### src/rtl/digit_serial_adder.sv
// Digit-serial unsigned adder: one 2-bit slice (two chained full-adder cells)
// consumes a digit per clock; O = {carry, sum} is written only on completion.

module dsa_fa_cell (
   input  logic a,
   input  logic b,
   input  logic ci,
   output logic s,
   output logic co
);
   assign s  = a ^ b ^ ci;
   assign co = (a & b) | (ci & (a ^ b));
endmodule

module digit_serial_adder #(
   parameter int WIDTH = 8
) (
   input  logic             clk,
   input  logic             rst_n,
   input  logic             start,
   input  logic [WIDTH-1:0] A,
   input  logic [WIDTH-1:0] B,
   output logic             busy,
   output logic             done,
   output logic [WIDTH:0]   O
);
   localparam int D  = WIDTH / 2;
   localparam int CW = (D > 1) ? $clog2(D) : 1;

   typedef enum logic {IDLE, RUN} state_t;

   state_t           state, state_d;
   logic [WIDTH-1:0] a_sr, b_sr, res, res_d;
   logic [CW-1:0]    cnt;
   logic             carry;
   logic [2:0]       c;
   logic [1:0]       s;
   logic             load, fin;

   assign c[0] = carry;

   for (genvar i = 0; i < 2; i++) begin : g_cell
      dsa_fa_cell u_fa (
         .a  (a_sr[i]),
         .b  (b_sr[i]),
         .ci (c[i]),
         .s  (s[i]),
         .co (c[i+1])
      );
   end

   // Sum digits enter at the top so the last digit lands in the MSBs.
   if (WIDTH == 2) begin : g_res_min
      assign res_d = s;
   end else begin : g_res_wide
      assign res_d = {s, res[WIDTH-1:2]};
   end

   assign fin = (state == RUN) && (cnt == CW'(D - 1));

   always_comb begin
      state_d = state;
      load    = 1'b0;
      case (state)
         IDLE: if (start) begin
            state_d = RUN;
            load    = 1'b1;
         end
         RUN:  if (fin) state_d = IDLE;
         default: state_d = IDLE;
      endcase
   end

   always_ff @(posedge clk or negedge rst_n) begin
      if (!rst_n) state <= IDLE;
      else        state <= state_d;
   end

   always_ff @(posedge clk or negedge rst_n) begin
      if (!rst_n) begin
         a_sr  <= '0;
         b_sr  <= '0;
         res   <= '0;
         cnt   <= '0;
         carry <= 1'b0;
         busy  <= 1'b0;
         done  <= 1'b0;
         O     <= '0;
      end else begin
         done <= fin;
         busy <= (state_d == RUN);
         if (load) begin
            a_sr  <= A;
            b_sr  <= B;
            res   <= '0;
            cnt   <= '0;
            carry <= 1'b0;
         end else if (state == RUN) begin
            a_sr  <= a_sr >> 2;
            b_sr  <= b_sr >> 2;
            res   <= res_d;
            carry <= c[2];
            cnt   <= cnt + CW'(1);
            if (fin) O <= {c[2], res_d};
         end
      end
   end
endmodule

### config.mk
export PLATFORM = sky130hd
export DESIGN_NAME = digit_serial_adder
export DESIGN_NICKNAME = d
export VERILOG_FILES = /design/src/rtl/digit_serial_adder.sv
export SDC_FILE = /design/constraint.sdc
export NUM_CORES = 1
export LEC_CHECK = 0
export ABC_AREA = 0
export CAP_MARGIN = 10
export CORE_ASPECT_RATIO = 1.5
export CORE_MARGIN = 2
export CORE_UTILIZATION = 54
export CTS_CLUSTER_DIAMETER = 100
export DETAILED_ROUTE_END_ITERATION = 16
export GPL_TIMING_DRIVEN = 0
export PLACE_DENSITY_LB_ADDON = 0.12
export SETUP_SLACK_MARGIN = 0.4
export SYNTH_ARGS = -nofsm -noshare
export SYNTH_HDL_FRONTEND = slang
export SYNTH_SLANG_ARGS = --single-unit
### constraint.sdc
create_clock -name clk -period 4.3 [get_ports clk]
set_clock_uncertainty 0.15 [all_clocks]
set_input_delay 1.29 -clock clk [delete_from_list [all_inputs] [get_ports clk]]
set_output_delay 1.29 -clock clk [all_outputs]
set_load 0.02 [all_outputs]
==> results of run 1 <==
[power groups by stage]
stage | clock network (uW) | logic [uW] | registers [uW]
CTS | 253 | 472 | 532
floorplan | 0 | 256 | 574
finish | 247 | 464 | 532
global route | 267 | 514 | 546
global placement | 0 | 454 | 531
detailed placement | 0 | 471 | 538
[final cells by class]
type / count / area [um^2] / share of cell area (%)
sequential: 36 / 901 / 45.9
multi-input combinational: 74 / 563 / 28.7
timing repair buffer: 29 / 285 / 14.5
clock buffer: 6 / 82.6 / 4.20
tap: 37 / 46.3 / 2.36
buffer: 7 / 42.5 / 2.17
inverter: 9 / 33.8 / 1.72
clock inverter: 2 / 10.0 / 0.510
[routing by layer]
| layer | GRT usage (%) | part of all wire (%) | vias up |
|---|---|---|---|
| met2 | 30.5 | 51 | 25 |
| met4 | 9.31 | 2.2 | 0 |
| met1 | 24.9 | 42 | 494 |
| met5 | 0 | 0 | - |
| met3 | 7.55 | 4.7 | 7 |
| li1 | - | - | 490 |
[Yosys cell counts (all sizes together)]
master and n:
a21oi 1, a22o 4, buf 6, clkbuf 1, dfrtp 36, fa 2, ha 1, inv 9
mux2 8, mux2i 20, nand2 15, nand2b 4, nor2 5, o21ai 14
[registers in the layout, indices dropped and copies added (netlist names)]
signal  count
O           9
a_sr        8
b_sr        8
res         6
cnt         2
busy        1
carry       1
done        1
[how the worst max path moves through the flow]
stage	startpoint	endpoint	slack, ps	cells after the start
detailed placement	start	a_sr[5]	1690	4
CTS	O[7]	O[7]	1600	1
floorplan	start	a_sr[0]	2320	3
global placement	rst_n	a_sr[7]	1060	1
finish	O[7]	O[7]	1620	1
global route	O[1]	O[1]	1570	1
[kinds of logic after synthesis]
logic type                 count (synthesis)
AOI/OAI and AO/OA                         19
buffers and inverters                     16
and+or+nand+nor                           24
muxes                                     28
DFF                                       36
adders and majority gates                  3
[metrics by stage]
step                cell area, um^2  total power [uW]  hold WS (ps)  utilization [%]  cells
finish                         1960              1240           341             72.6    200
global route                   1960              1330           360             72.6    200
CTS                            1960              1260           345             72.6    200
detailed placement             1870              1010           322             69.2    192
global placement               1880               985           317             69.4    192
floorplan                      1540               830           305                -    126
==> summary.txt, run 1 <==
DP HPWL: 1950 um
Final Net Count: 184
vias in the first global route: 1,017
Synth area leader: dfrtp_1
status: complete, no violations
largest net degree at the start of global routing: 37
first-pass GRT wire length: 4640 um
GPL Wtd Cong: 0.776
Port-buffer cells: 29
pre-CTS setup slack: 1690 ps
Post-Synth Adder-Cell Area: 3.41%
Critical Path Max Stage Delay: 610 ps
Slew headroom: 48.7%
WP data arrival: 1240 ps
hold depth: 1
# diodes: 0
DRC Markers: 0
Total GRT Usage: 20.2%
Hold Path Class: register to register
Cells after Synth: 126
Vias: 1,016
Final Max Tran Viols: 0
CP top delay family: buffers and inverters
core area: 2710 um^2
max-capacitance violation count: 0
TNS Setup: 0 ps
mapped cell area: 1540 um^2
Fill cells: 198
simple logic cell fraction of the synthesized area: 7.15%
DR WL/cell: 13.6 um
antenna violations before repair: 0
Pint: 823 uW
reg-to-reg slack, setup: 2580 ps
Worst EP required: 2860 ps
PwrDens: 633 nW/um^2
count of final setup violators: 0
Skew-Pair Late Insertion Delay: 290 ps
Synth Area in XOR/XNOR: 0%
remaining antenna violation count after routing: 0
sequential fraction of the synthesis area: 58.5%
sequence of cells on the critical path: clkdlybuf4s50_1
Die Y: 69.4 um
RSZ-0062 raised after global routing: false
syn_nets: 148
layout cells sized above 1: 16.0%
min-delay src: res[2]
CTS tree: done
clock-pin slew on the worst setup and hold paths: 70 ps
Leak: 0.000947 uW
Buf+Inv Stages, Crit Path: 1
maximum vdd ir drop: 0.448 mV
net switching power: 420 uW
commonest non-fill, non-tap cell in the layout: dfrtp_1
Setup crit end kind: output port
# Post-CTS Setup Buffers: 0
Post-CTS Hold Buffers: 0
Hold Vio Cnt, Final: 0
largest cells by area after synthesis: dfrtp_1 (58%), mux2i_1 (13%), mux2_2 (5.8%)
clock network power share: 19.9%
die area: 3300 um^2
die extent in x: 47.6 um
period utilization: 62.3%
CTS Buffer Depth: 2
R2R depth: 4
mux cell area share after synthesis: 18.8%
top-area cell type share of the netlist area: 58.5%
Compound-Gate Fraction of Synth Area: 7.15%
Critical Path Fanout Max: 2
slew of the pin with the lowest slew margin: 770 ps
r2r endpoint: res[7]
total grt overflow: 0
initial drt markers: 20
Clock Sinks: 36
Yosys warning total: 0
PostCTS Resize Cnt: 0
largest family of logic cells by synthesized area: multiplexers
CP startpoint kind: register
Boundary Pins: 30
# rows: 23
iteration count of the initial detailed-routing pass: 3
power share of the combinational group: 37.4%
Starting Density: 56.9%
Yosys reg bits: 36
sequential share of power: 42.8%
Switching Share: 33.8%
Final min period: 2680 ps
Yosys cell types: 18
CTS root buf: clkbuf_8
Critical R2R Launch: carry
P&R area growth vs syn: 27.5%
CP max-delay cell: clkdlybuf4s50_1
worst setup margin: 1620 ps
CTS Buf Count: 5
Mean Syn Cell Area: 12.2 um^2
Min-Delay Endpoint: res[2]
WS Path Type: register to output port
via/cell ratio: 5.08
final WL: 2730 um
H-tree lvl count: 2
Peak Freq: 373 MHz
commonest non-fill, non-tap cells in the layout: dfrtp_1 (36), clkdlybuf4s50_1 (28), mux2i_1 (20)
(Power assumes the default switching activity.)
==> run 2: changes to the inputs <==
- CORE_UTILIZATION: 54 -> 50
- clock period: 4.3 -> 2.5 ns (I/O delays scaled with it)
==> run 2 against run 1 <==
Effect of this change:
- cell area down 0.70%
- critical endpoint is now O[8]
- final cell count up 1.0%
- first-iteration DRC count up 10%
- total power up 66%
==> summary.txt, run 2 (synthesized netlist as in run 1, its figures left out) <==
Hold Path Class: register to register
clock-pin slew on the worst setup and hold paths: 70 ps
Critical Path Fanout Max: 2
PwrDens: 1060 nW/um^2
worst setup margin: 616 ps
Skew-Pair Late Insertion Delay: 280 ps
Hold WS: 342 ps
commonest non-fill, non-tap cell in the layout: dfrtp_1
CP top delay family: flip-flops
Final Net Count: 184
Finished Layout Cells: 202
Worst EP required: 1600 ps
TNS Setup: 0 ps
Boundary Pins: 30
vias in the first global route: 1,089
P&R area growth vs syn: 26.6%
CP startpoint kind: register
Peak Freq: 531 MHz
Final min period: 1880 ps
status: complete, no violations
Buf+Inv Stages, Crit Path: 1
remaining antenna violation count after routing: 0
Clock Sinks: 36
period utilization: 75.4%
Critical Path Max Stage Delay: 380 ps
max-capacitance violation count: 0
Largest Register: O
largest net degree at the start of global routing: 37
RSZ-0062 raised after global routing: false
multi-input logic area: 563 um^2
DRC Markers: 0
Fill cells: 243
register area: 901 um^2
Top Registers: O x9, a_sr x8, b_sr x8
Die Y: 72.0 um
Hold Vio Cnt, Final: 0
core area: 2910 um^2
GPL Wtd Cong: 0.728
Setup crit end kind: output port
# diodes: 0
slew of the pin with the lowest slew margin: 772 ps
WS Path Type: register to output port
Total GRT Usage: 18.7%
WP data arrival: 980 ps
antenna violations before repair: 0
total grt overflow: 0
die area: 3550 um^2
first-pass GRT wire length: 4890 um
instance count on the critical path: 1
# Post-CTS Setup Buffers: 0
initial drt markers: 22
iteration count of the initial detailed-routing pass: 4
CTS tree: done
CTS Buffer Depth: 2
Slew headroom: 48.5%
Inst Count DP: 194
count of final setup violators: 0
Port-buffer cells: 29
sequence of cells on the critical path: dlygate4sd2_1
DP HPWL: 2060 um
hold depth: 2
via/cell ratio: 5.06
die extent in x: 49.3 um
DR WL/cell: 13.8 um
final WL: 2780 um
CP max-delay cell: dfrtp_1
Largest register FFs: 9
pre-CTS setup slack: 392 ps
CTS root buf: clkbuf_8
Starting Density: 52.9%
CTS Buf Count: 5
maximum vdd ir drop: 0.865 mV
reg-to-reg slack, setup: 780 ps
layout cells sized above 1: 14.7%
R2R depth: 4
# rows: 24
commonest non-fill, non-tap cells in the layout: dfrtp_1 (36), mux2i_1 (20), clkdlybuf4s50_1 (17)
H-tree lvl count: 2
Final Max Tran Viols: 0
Vias: 1,023
Leak: 0.000974 uW
run 2: cell types whose count changed in the layout (fill, tap and decap cells not counted):
cell | previous run | this run
dlygate4sd2_1 | 0 | 11
clkbuf_1 | 0 | 2
clkdlybuf4s50_1 | 28 | 17
clkinv_2 | 2 | 0
run 2: stage by stage:
stage | total power, uW | area (um^2) | util, %
4_1_cts | 2100 | 1950 | 67.0
3_5_place_dp | 1740 | 1870 | 64.3
6_report | 2070 | 1950 | 67.0
5_1_grt | 2210 | 1950 | 67.0
2_1_floorplan | 1430 | 1540 | -
3_3_place_gp | 1700 | 1880 | 64.5
run 2: repair_timing:
| action | in CTS | in global routing |
|---|---|---|
| hold buffers | 0 | 0 |
| endpoints found under the setup margin | 11 | 0 |
| resized for setup | 11 | 0 |
run 2: area by class of cell:
class                      count  share of cell area, %
multi-input combinational     74                   28.9
buffer                         7                   2.18
clock buffer                   8                   4.62
sequential                    36                   46.2
inverter                       9                   1.73
tap                           39                   2.50
timing repair buffer          29                   13.9
run 2: layer usage:
| metal | track usage [%] | wire [um] | share of wire (%) | vias up |
|---|---|---|---|---|
| met5 | 0 | 0 | 0 | - |
| met4 | 8.57 | 56 | 2.0 | 0 |
| met3 | 5.97 | 120 | 4.3 | 5 |
| met2 | 32.6 | 1490 | 54 | 23 |
| met1 | 20.6 | 1110 | 40 | 505 |
| li1 | - | - | - | 490 |
run 2: power breakdown:
| part | total (uW) | switching [uW] | internal (uW) |
|---|---|---|---|
| clock network | 413 | 188 | 224 |
| logic | 746 | 401 | 346 |
| registers | 910 | 112 | 798 |
run 2: final timing paths:
check	start	endpoint
setup / recovery	O[8]	O[8]
hold / removal	a_sr[5]	a_sr[3]
setup reg to reg	carry	res[7]
hold reg to reg	a_sr[5]	a_sr[3]
max in group asynchronous	rst_n	done
min in group asynchronous	rst_n	busy
run 2: worst reg2reg max path: cells and delay by family, from the launching register on:
family                   cells  cell delay [ps]
adder cells (fa/ha/maj)      2              950
buffers and inverters        1               60
flip-flops                   1              350
multiplexers                 1               80
==> run 3: changes to the inputs <==
- CORE_UTILIZATION: 50 -> 45
- clock period: 2.5 -> 1.65 ns (I/O delays scaled with it)
==> run 3 against run 2 <==
Effect of this change:
- the run now ends with negative setup slack left
- count of clock-buffer cells in the layout shrank 3
- via count rose by 14%
- clock power increased to 2.6 times the previous value
- core utilization grew 13 points
- non-clock buffer count rose by 20
- worst hold slack got worse by 210 ps
- critical endpoint is now res[7]
- largest cell class unchanged
- largest power group is now combinational logic
- highest routed layer unchanged
==> summary.txt, run 3 (synthesized netlist as in run 1, its figures left out) <==
status: finished with violations
largest net degree at the start of global routing: 37
clock-pin slew on the worst setup and hold paths: 80 ps
CTS Buf Count: 5
Skew-Pair Late Insertion Delay: 290 ps
Leak: 0.00127 uW
final WL: 3950 um
iteration count of the initial detailed-routing pass: 4
sequence of cells on the critical path: inv_2 -> fa_2 -> fa_1 -> mux2i_1
Final min period: 1650 ps
worst setup margin: -2.98 ps
PwrDens: 1860 nW/um^2
commonest non-fill, non-tap cell in the layout: dfrtp_1
Buf+Inv Stages, Crit Path: 1
instance count on the critical path: 4
vias in the first global route: 1,200
GRT met3 Usage: 4.71%
WP data arrival: 1690 ps
core area: 3350 um^2
failing checks: negative setup slack
Vias: 1,167
# rows: 26
Critical Path Source: a_sr[0]
Port-buffer cells: 29
DRC Markers: 0
Largest Register: O
CTS Buffer Depth: 2
R2R depth: 4
maximum vdd ir drop: 1.49 mV
DR WL/cell: 17.5 um
Tot Pwr: 4990 uW
GRT busiest layer: met2
CP max-delay cell: fa_1
Setup crit end kind: register
Worst EP required: 1680 ps
Critical Path Fanout Max: 2
Critical Path Max Stage Delay: 510 ps
P&R area growth vs syn: 74.2%
Top Registers: O x9, a_sr x8, b_sr x8
reg-to-reg slack, setup: -3 ps
max-capacitance violation count: 0
Worst Setup EP: res[7]
count of final setup violators: 1
antenna violations before repair: 0
met2 Use GR: 39.2%
r2r endpoint: res[7]
first-pass GRT wire length: 5740 um
Peak Freq: 605 MHz
slew of the pin with the lowest slew margin: 803 ps
H-tree lvl count: 2
total grt overflow: 0
CTS tree: done
initial drt markers: 22
# diodes: 0
Slew headroom: 46.5%
Hold WS: 132 ps
CP top delay family: adder cells
Final Max Tran Viols: 0
GPL Wtd Cong: 0.717
die area: 3920 um^2
CTS root buf: clkbuf_8
Total GRT Usage: 21.0%
period utilization: 100%
Die Y: 75.7 um
CP startpoint kind: register
Hold Path Class: primary input to asynchronous set/reset pin
Critical R2R Launch: a_sr[0]
Hold Vio Cnt, Final: 0
via/cell ratio: 5.16
RSZ-0062 raised after global routing: true
layout cells sized above 1: 55.4%
die extent in x: 51.8 um
Clock Sinks: 36
Largest register FFs: 9
Final Net Count: 205
M1 GR Usage: 21.9%
WS Path Type: register to register
remaining antenna violation count after routing: 0
Boundary Pins: 30
Starting Density: 46.0%
commonest non-fill, non-tap cells in the layout: dfrtp_1 (35), buf_6 (16), clkdlybuf4s50_1 (16)
DP HPWL: 2060 um
-- run 3: through the flow --
stage	setup WS, ps	area [um^2]	cells	util [%]	setup TNS (ps)
finish	-2.98	2680	226	80.1	-2.98
global route	-57.6	2680	226	80.1	-152
CTS	-14.8	2500	218	74.5	-22.2
detailed placement	-174	1930	197	57.5	-2620
global placement	-956	1930	197	57.6	-32270
floorplan	44.9	1590	126	-	0
-- run 3: what timing repair did --
action	in CTS	in global routing
setup endpoints to repair	46	46
hold buffers	0	0
gates resized for setup	139	17
cloned	3	3
setup buffers	10	5
pin swaps	27	1
-- run 3: area by class of cell --
| cell class | instances | area [um^2] |
|---|---|---|
| Tap cell | 42 | 52.6 |
| Clock inverter | 3 | 90.1 |
| Inverter | 9 | 33.8 |
| Buffer | 7 | 123 |
| Clock buffer | 5 | 68.8 |
| Sequential cell | 36 | 902 |
| Multi-Input combinational cell | 75 | 883 |
| Timing Repair Buffer | 49 | 529 |
| Fill cell | 196 | 668 |
-- run 3: where the power goes --
| part | switching (uW) | leakage, uW | total [uW] | internal, uW |
|---|---|---|---|---|
| sequential | 279 | 0.000469 | 1490 | 1210 |
| clock | 328 | 0.0000784 | 1080 | 756 |
| combinational | 1040 | 0.000727 | 2410 | 1370 |
-- run 3: how the worst min path moves through the flow --
| stage | start | end | slack, ps | cells after the start |
|---|---|---|---|---|
| floorplan | rst_n | O[0] | 50 | 0 |
| global placement | a_sr[3] | a_sr[1] | 320 | 2 |
| detailed placement | b_sr[6] | b_sr[4] | 320 | 2 |
| CTS | rst_n | O[2] | 160 | 1 |
| global route | rst_n | O[2] | 190 | 1 |
| finish | rst_n | res[2] | 130 | 1 |
-- run 3: metal layers --
| metal | up-vias | wire, um |
|---|---|---|
| li1 | 537 | - |
| met1 | 587 | 1380 |
| met2 | 33 | 2280 |
| met3 | 10 | 158 |
| met4 | 0 | 129 |
| met5 | - | 0 |
==> RTL change: new RTL, config.mk and constraints of run 3 <==
Remove the register `done`: a continuous assignment takes its place, so the output `done` follows one clock earlier.
--- a/src/rtl/digit_serial_adder.sv
+++ b/src/rtl/digit_serial_adder.sv
@@ -84,10 +84,8 @@
          cnt   <= '0;
          carry <= 1'b0;
          busy  <= 1'b0;
-         done  <= 1'b0;
          O     <= '0;
       end else begin
-         done <= fin;
          busy <= (state_d == RUN);
          if (load) begin
             a_sr  <= A;
@@ -105,5 +103,7 @@
          end
       end
    end
+
+   assign done = fin;
 endmodule
 
Check against the original RTL: not equivalent (Yosys sat finds a counterexample within 10 cycles, from zero or initial values and one cycle with rst_n low).
==> RTL change against run 3 <==
The run still ends with setup timing left; total power decreased by 26%; worst setup slack worse by 98 ps; global-route usage down 2.4 points; die area shrank 1.5%; routed wire length down 22%; sequential cell count down 1; design area down 19%; synthesized area shrank 1.6%; largest cell class unchanged; largest power group unchanged.
==> RTL change: results (changes against run 3) <==
| Metric | Value |
|---|---|
| Outcome | finished, violations left (unchanged) |
| Failing checks | setup timing (unchanged) |
| Met2 Use GR | 32.5% (was 39.2%) |
| Number of global-route vias before repair | 1,135 (was 1,200) |
| Top cells by area, synth | dfrtp_1 (58%), mux2i_1 (13%), mux2_2 (5.9%), o21ai_1 (4.0%), nand2_1 (3.5%) (was dfrtp_1 (58%), mux2i_1 (13%), mux2_2 (5.8%), o21ai_1 (3.9%), nand2_1 (3.4%)) |
| P_leak | 1.08 nW (was 1.27 nW) |
| Placed insts | 194 (was 197) |
| Synth cell count leaders | dfrtp_1 (35), mux2i_1 (20), nand2_1 (14) (was dfrtp_1 (36), mux2i_1 (20), nand2_1 (14)) |
| Placed cell area | 0.00191 mm2 (was 0.00193 mm2) |
| Iter 0 DRT Violations | 21 (was 22) |
| Clock-pin slew on the worst setup and hold paths | 60 ps (was 80 ps) |
| Gp weighted congestion | 0.748 (was 0.717) |
| Total Wirelength | 3080 um (was 3950 um) |
| Setup TNS | -126 ps (was -2.98 ps) |
| Crit-path max cell delay | 420 ps (was 510 ps) |
| Total track usage | 18.7% (was 21.0%) |
| Yosys cell types | 18 (unchanged) |
| Nets@finish | 199 (was 205) |
| Sequential area share after synthesis | 57.8% (was 58.5%) |
| Met3 usage | 5.56% (was 4.71%) |
| Syn_area_per_cell | 12.1 um2 (was 12.2 um2) |
| Largest net degree at the start of global routing | 36 (was 37) |
| Worst-margin pin slew | 773 ps (was 803 ps) |
| Number of diodes | 0 (unchanged) |
| Clock latency on the worst-skew pair | 290 ps (about the same) |
| Met1 Resource Use GR | 20.8% (was 21.9%) |
| # fillers | 253 (was 196) |
| Post-Place Setup Slack | -322 ps (was -174 ps) |
| Initial antenna violation count | 0 (unchanged) |
| Pre-Repair DR Iteration Count | 4 (unchanged) |
| DPL Wire Length | 2050 um (was 2060 um) |
| P_int | 2.45 mW (was 3.34 mW) |
| Worst VDD drop | 0.000981 V (was 0.00149 V) |
| Top Registers | O (9), a_sr (8), b_sr (8) (unchanged) |
| Setup violators final | 3 (was 1) |
| Slowest CP cell | dfrtp_1 (was fa_1) |
| Syn nets | 147 (was 148) |
| CP arrival | 1110 ps (was 1690 ps) |
| WL/cell | 14.2 um (was 17.5 um) |
| First-pass GRT wire length | 5200 um (was 5740 um) |
| Share of cells above drive strength 1 | 34.5% (was 55.4%) |
| Clock Tree Root | clkbuf_8 (unchanged) |
| DR vias | 1,064 (was 1,167) |
| Post-route worst setup slack | -101 ps (was -2.98 ps) |
[RTL change: timing repair]
item                                    in CTS  in global routing
hold buffers                                 0                  0
buffers inserted                             7                  8
resized for setup                           77                  7
endpoints found under the setup margin      46                 39
pin swaps                                    4                  1
gates cloned                                 1                  0
[RTL change: layout make-up]
class                           instances  area [um2]  area share, %
Tap cell                               40        50.0           2.31
Inverter                                9        33.8           1.56
Timing Repair Buffer                   45         434           20.0
Clock buffer                            6        82.6           3.81
Buffer                                  7        66.3           3.06
Sequential cell                        35         877           40.4
Clock inverter                          1        5.00          0.231
Multi-Input combinational cell         74         621           28.6
[RTL change: cells by family after synthesis]
kind of cell    Yosys count  synth area share (%)
flops                    35                  57.8
buf+inv                  16                  5.04
mux                      28                  19.2
compound gates           19                  7.27
simple gates             24                  7.27
fa+ha+maj                 3                  3.47
[RTL change: path summary, 6_finish.rpt]
check	to	slack [ps]	startpoint	depth (start not counted)
setup / recovery	done	-100	cnt[1]	4
hold / removal	cnt[0]	140	rst_n	1
setup reg to reg	res[7]	-20	a_sr[0]	4
hold reg to reg	b_sr[0]	330	b_sr[2]	2
max in group asynchronous	busy	680	rst_n	1
min in group clk	b_sr[0]	330	b_sr[2]	2
[RTL change: critical path, delay by kind of cell, from the launching register on]
family	cells	cell delay, ps
adders and majority gates	1	200
buffers and inverters	2	150
DFF	1	420
and+or+nand+nor	1	60
[RTL change: power groups by stage]
stage	clock network [mW]	registers, mW	logic, mW
after global placement	0	1.37	1.32
after CTS	0.637	1.39	1.54
after floorplan	0	1.47	0.807
after detailed placement	0	1.39	1.36
final	0.621	1.39	1.66
after global routing	0.674	1.43	1.82
[RTL change: routing by layer]
layer / wire length [um] / part of all wire, %
met5: 0 / 0
met4: 59 / 1.9
met3: 138 / 4.5
met2: 1610 / 52
met1: 1270 / 41
